**config.mk**
```make
export PLATFORM = sky130hd
export DESIGN_NAME = debounce_multi
export DESIGN_NICKNAME = d
export VERILOG_FILES = /design/src/rtl/debounce_pkg.sv /design/src/rtl/debounce_ch.sv /design/src/rtl/debounce_multi.sv
export SDC_FILE = /design/constraint.sdc
export NUM_CORES = 1
export LEC_CHECK = 0
export BUFFER_PORTS_ARGS = -buffer_cell sky130_fd_sc_hd__buf_2
export CORE_ASPECT_RATIO = 1.4
export CORE_MARGIN = 3
export CORE_UTILIZATION = 56
export CTS_CLUSTER_DIAMETER = 200
export DETAILED_ROUTE_END_ITERATION = 6
export PLACE_DENSITY_LB_ADDON = 0.2
export SETUP_SLACK_MARGIN = 0.05
export SLEW_MARGIN = 20
export SYNTH_ARGS = -nofsm -noshare
export SYNTH_HDL_FRONTEND = slang
export SYNTH_HIERARCHICAL = 1
export SYNTH_SLANG_ARGS = --single-unit
```
**constraint.sdc**
```tcl
create_clock -name clk -period 2.2 [get_ports clk]
set_input_delay 0 -clock clk [delete_from_list [all_inputs] [get_ports clk]]
set_output_delay 0 -clock clk [all_outputs]
set_load 0.05 [all_outputs]
```
**src/rtl/debounce_pkg.sv**
```systemverilog
// Shared defaults and width helper for the multi-channel button debouncer.
// Optional long-press detection is enabled with the DEBOUNCE_LONG_PRESS_EN macro.
package debounce_pkg;

   localparam int unsigned DefThreshold  = 4;
   localparam int unsigned DefLongCycles = 1000000;

   // Width needed to hold values 0..max_val; never below one bit.
   function automatic int unsigned cnt_width(input int unsigned max_val);
      return (max_val < 1) ? 1 : $clog2(max_val + 1);
   endfunction

endpackage

```
**src/rtl/debounce_ch.sv**
```systemverilog
// Single debounce channel: 2-flop synchroniser, stability filter and edge pulses.
// With DEBOUNCE_LONG_PRESS_EN defined, a saturating hold counter drives long_o.
module debounce_ch
   import debounce_pkg::*;
#(
   parameter int unsigned THRESHOLD   = DefThreshold,
   parameter int unsigned CNT_W       = cnt_width(THRESHOLD),
   parameter int unsigned LONG_CYCLES = DefLongCycles
) (
   input  logic clk,
   input  logic rst_n,
   input  logic btn_i,
   output logic level_o,
   output logic rise_o,
   output logic fall_o,
   output logic long_o
);

   localparam logic [CNT_W-1:0] CntLast = CNT_W'(THRESHOLD - 1);

   logic             sync1_q, sync2_q;
   logic [CNT_W-1:0] cnt_q, cnt_d;
   logic             level_q, level_d;
   logic             rise_q, rise_d;
   logic             fall_q, fall_d;

   always_ff @(posedge clk or negedge rst_n) begin
      if (!rst_n) begin
         sync1_q <= 1'b0;
         sync2_q <= 1'b0;
      end else begin
         sync1_q <= btn_i;
         sync2_q <= sync1_q;
      end
   end

   // Any matching cycle clears the count; the THRESHOLD-th mismatch commits the change.
   always_comb begin
      cnt_d   = '0;
      level_d = level_q;
      rise_d  = 1'b0;
      fall_d  = 1'b0;
      if (sync2_q != level_q) begin
         if (cnt_q == CntLast) begin
            level_d = sync2_q;
            rise_d  = sync2_q;
            fall_d  = ~sync2_q;
         end else begin
            cnt_d = cnt_q + CNT_W'(1);
         end
      end
   end

   always_ff @(posedge clk or negedge rst_n) begin
      if (!rst_n) begin
         cnt_q   <= '0;
         level_q <= 1'b0;
         rise_q  <= 1'b0;
         fall_q  <= 1'b0;
      end else begin
         cnt_q   <= cnt_d;
         level_q <= level_d;
         rise_q  <= rise_d;
         fall_q  <= fall_d;
      end
   end

   assign level_o = level_q;
   assign rise_o  = rise_q;
   assign fall_o  = fall_q;

`ifdef DEBOUNCE_LONG_PRESS_EN
   localparam int unsigned       HOLD_W  = cnt_width(LONG_CYCLES);
   localparam logic [HOLD_W-1:0] HoldMax = HOLD_W'(LONG_CYCLES);

   logic [HOLD_W-1:0] hold_q, hold_d;
   logic              long_q, long_d;

   // Saturates at HoldMax so a single press yields at most one pulse.
   always_comb begin
      hold_d = hold_q;
      long_d = 1'b0;
      if (!level_q) begin
         hold_d = '0;
      end else if (hold_q != HoldMax) begin
         hold_d = hold_q + HOLD_W'(1);
         long_d = (hold_q == HoldMax - HOLD_W'(1));
      end
   end

   always_ff @(posedge clk or negedge rst_n) begin
      if (!rst_n) begin
         hold_q <= '0;
         long_q <= 1'b0;
      end else begin
         hold_q <= hold_d;
         long_q <= long_d;
      end
   end

   assign long_o = long_q;
`else
   assign long_o = 1'b0;
`endif

endmodule

```
**src/rtl/debounce_multi.sv**
```systemverilog
// N independent debounce channels for board push-buttons and switches.
// Long-press pulses on long_o exist only when DEBOUNCE_LONG_PRESS_EN is defined.
module debounce_multi
   import debounce_pkg::*;
#(
   parameter int unsigned NUM_CH      = 4,
   parameter int unsigned THRESHOLD   = DefThreshold,
   parameter int unsigned CNT_W       = cnt_width(THRESHOLD),
   parameter int unsigned LONG_CYCLES = DefLongCycles
) (
   input  logic              clk,
   input  logic              rst_n,
   input  logic [NUM_CH-1:0] btn_i,
   output logic [NUM_CH-1:0] level_o,
   output logic [NUM_CH-1:0] rise_o,
   output logic [NUM_CH-1:0] fall_o,
   output logic [NUM_CH-1:0] long_o
);

   for (genvar i = 0; i < NUM_CH; i++) begin : g_ch
      debounce_ch #(
         .THRESHOLD  (THRESHOLD),
         .CNT_W      (CNT_W),
         .LONG_CYCLES(LONG_CYCLES)
      ) u_ch (
         .clk    (clk),
         .rst_n  (rst_n),
         .btn_i  (btn_i[i]),
         .level_o(level_o[i]),
         .rise_o (rise_o[i]),
         .fall_o (fall_o[i]),
         .long_o (long_o[i])
      );
   end

endmodule

```
==> flow_summary.ini <==
[outcome]
status = finished clean

[clock_tree]
insertion_delay_ps = 320
cts_setup_buffers = 0
clk_pin_slew_ps = 100
cts_tree = yes
cts-root-buf = clkbuf_4
cts.sinks = 32
cts_buffers = 5
clockBufferDepth = 2
htree_levels = 2

[routing]
drt-total-wl_um = 1590
antenna_left = 0
drc = 0
drt_iter0_drc = 7
via_per_inst = 5.09
num_vias = 626
detail_route.wl_per_cell_um = 12.9
drtPass1Iterations = 2

[die]
initial_core_util_pct = 59.4
coreArea_um2 = 2000
die_y_um = 60.5
die_x_um = 44.9
dieArea_um2 = 2710
placementRows = 19
top_level_ports = 22

[setup_path]
crit_type = register to register
slowest_stage = dfrtp_1
endpoint_kind = register
critPathMaxFanout = 5
crit_chain = ha_1 -> nand2b_4 -> mux2_2
critPathArrivalTime_ps = 1390
cp_num_buf_inv = 0
crit_family = flip-flops
cp.required_ps = 2420
slowest_delay_ps = 400
worstSetupStartpointType = register

[timing]
rsz0062_at_grt = no
hold_violations = 0
slew_headroom_pct = 56.1
setup_tns_ps = 0
setup_viol = 0
period_minus_slack_ps = 1180
fin_skew_ps = 9.26
slew_viol_final = 0
worst_slew_pin_slew_ps = 658
hold_ws_ps = 244
fin_crit_sh_pct = 53.4
max_freq_mhz = 851

[place]
port_buffers = 17
routabilityCongestion = 0.674
dp.final_hpwl_um = 1110

[pwr]
switching_share_pct = 33.7
switchingPower_uw = 574
power_frac_comb_pct = 29.6
power.density_nw_per_um2 = 1220
irDropWorstVdd_mv = 0.767
clkPwrFrac_pct = 24.5
seqPwrFrac_pct = 45.9
leakagePower_nw = 0.688
p_int_mw = 1.13

[synth]
postSynthCellCount = 76
synth-seq-cells = 32
avgSynthCellArea_um2 = 15.6
syn_area_um2 = 1190
ys_seq_area_share_pct = 67.5
synth_nets = 86
synth.distinct_cells = 9
ys_warn_count = 6

[cells_and_area]
antennaDiodeCount = 0
layout_common_cells = dfrtp_1, buf_2, nor3b_1
drive_gt1_share_pct = 31.4
nets = 111
synthToLayoutAreaGrowth_pct = 17.5
final_common_cell = dfrtp_1
fillCellCount = 151

[grt]
first_global_vias = 704
grt_pass1_wl_um = 2810
antenna_found_initial = 0
grt_usage_pct = 14.9
grt_max_degree = 33
overflow = 0

[flow_run]
drv_cap = 0

[worst_hold_path]
hp-class = input pin to async pin
==> cell type report <==
class | count | area, um^2 | share of cell area, %
clock buffers | 6 | 41.3 | 2.96
clock inverters | 2 | 35.0 | 2.51
repair buffers | 22 | 135 | 9.69
well taps | 21 | 26.3 | 1.89
flip-flops and latches | 32 | 801 | 57.5
multi-input cells | 40 | 355 | 25.5
==> sequential cells by signal, summed over array words and instances, names as in the netlist <==
name,flops
g_ch.u_ch/cnt_q,12
g_ch.u_ch/fall_o,4
g_ch.u_ch/level_o,4
g_ch.u_ch/rise_o,4
g_ch.u_ch/sync1_q,4
g_ch.u_ch/sync2_q,4
==> cell families (layout without fill, tap and decap cells) <==
kind of cell | count (synthesis) | after routing | synth area share, %
buffers and inverters | 4 | 30 | 2.53
flip-flops | 32 | 32 | 67.5
XOR/XNOR | 4 | 4 | 2.95
adder cells (fa/ha/maj) | 4 | 4 | 4.22
multiplexers | 4 | 4 | 3.80
AND/OR/NAND/NOR | 24 | 24 | 17.7
other | 4 | 4 | 1.27
==> metrics by stage <==
| stage | instances | setup slack (ps) | util [%] | total power, mW | area [um^2] |
|---|---|---|---|---|---|
| global placement | 110 | 1050 | 63.5 | 1.27 | 1270 |
| detailed placement | 110 | 1040 | 63.5 | 1.30 | 1270 |
| global route | 123 | 984 | 69.8 | 1.80 | 1390 |
| finish | 123 | 1020 | 69.8 | 1.70 | 1390 |
| CTS | 123 | 1020 | 69.8 | 1.73 | 1390 |
| floorplan | 76 | 1030 | - | 1.18 | 1190 |
==> final timing paths <==
| path | slack [ps] | endpoint | cells past startpoint | startpoint |
|---|---|---|---|---|
| hold reg to reg | 360 | g_ch[0].u_ch/sync2_q$_DFF_PN0_ | 0 | g_ch[0].u_ch/sync1_q$_DFF_PN0_ |
| setup reg to reg | 1020 | g_ch[1].u_ch/level_o$_DFFE_PN0P_ | 3 | g_ch[1].u_ch/cnt_q[0]$_DFF_PN0_ |
| setup / recovery | 1020 | g_ch[1].u_ch/level_o$_DFFE_PN0P_ | 3 | g_ch[1].u_ch/cnt_q[0]$_DFF_PN0_ |
| min in group clk | 330 | g_ch[2].u_ch/sync1_q$_DFF_PN0_ | 2 | btn_i[2] |
| hold / removal | 240 | g_ch[1].u_ch/cnt_q[2]$_DFF_PN0_ | 2 | rst_n |
| max in group asynchronous | 1530 | g_ch[3].u_ch/cnt_q[0]$_DFF_PN0_ | 2 | rst_n |
==> power groups by stage <==
stage | registers [mW] | logic [mW] | clock network [mW]
global route | 0.800 | 0.548 | 0.457
global placement | 0.785 | 0.485 | 0
floorplan | 0.942 | 0.239 | 0
CTS | 0.781 | 0.511 | 0.435
detailed placement | 0.792 | 0.503 | 0
finish | 0.780 | 0.503 | 0.417
==> synthesized netlist by cell type <==
| cell type | count | area share (%) |
|---|---|---|
| xnor2_1 | 4 | 3.0 |
| nand2b_4 | 4 | 4.6 |
| ha_1 | 4 | 4.2 |
| buf_4 | 4 | 2.5 |
| nor3b_1 | 16 | 10 |
| conb_1 | 4 | 1.3 |
| dfrtp_1 | 32 | 68 |
| mux2_2 | 4 | 3.8 |
| and3b_1 | 4 | 3.0 |
==> metal layers <==
metal  up-vias  track usage, %  part of all wire (%)
met5         -               0                     0
met4         0            10.0                   1.9
met3         4            4.45                   4.8
met2        16            25.7                    52
met1       307            15.3                    41
li1        299               -                     -
==> repair_timing <==
action / 4_1_cts / 5_1_grt
endpoints found under the hold margin: 36 / 0
resized for setup: 0 / 0
hold buffers: 5 / 0
Note: power is estimated with default switching activity, not from simulation.
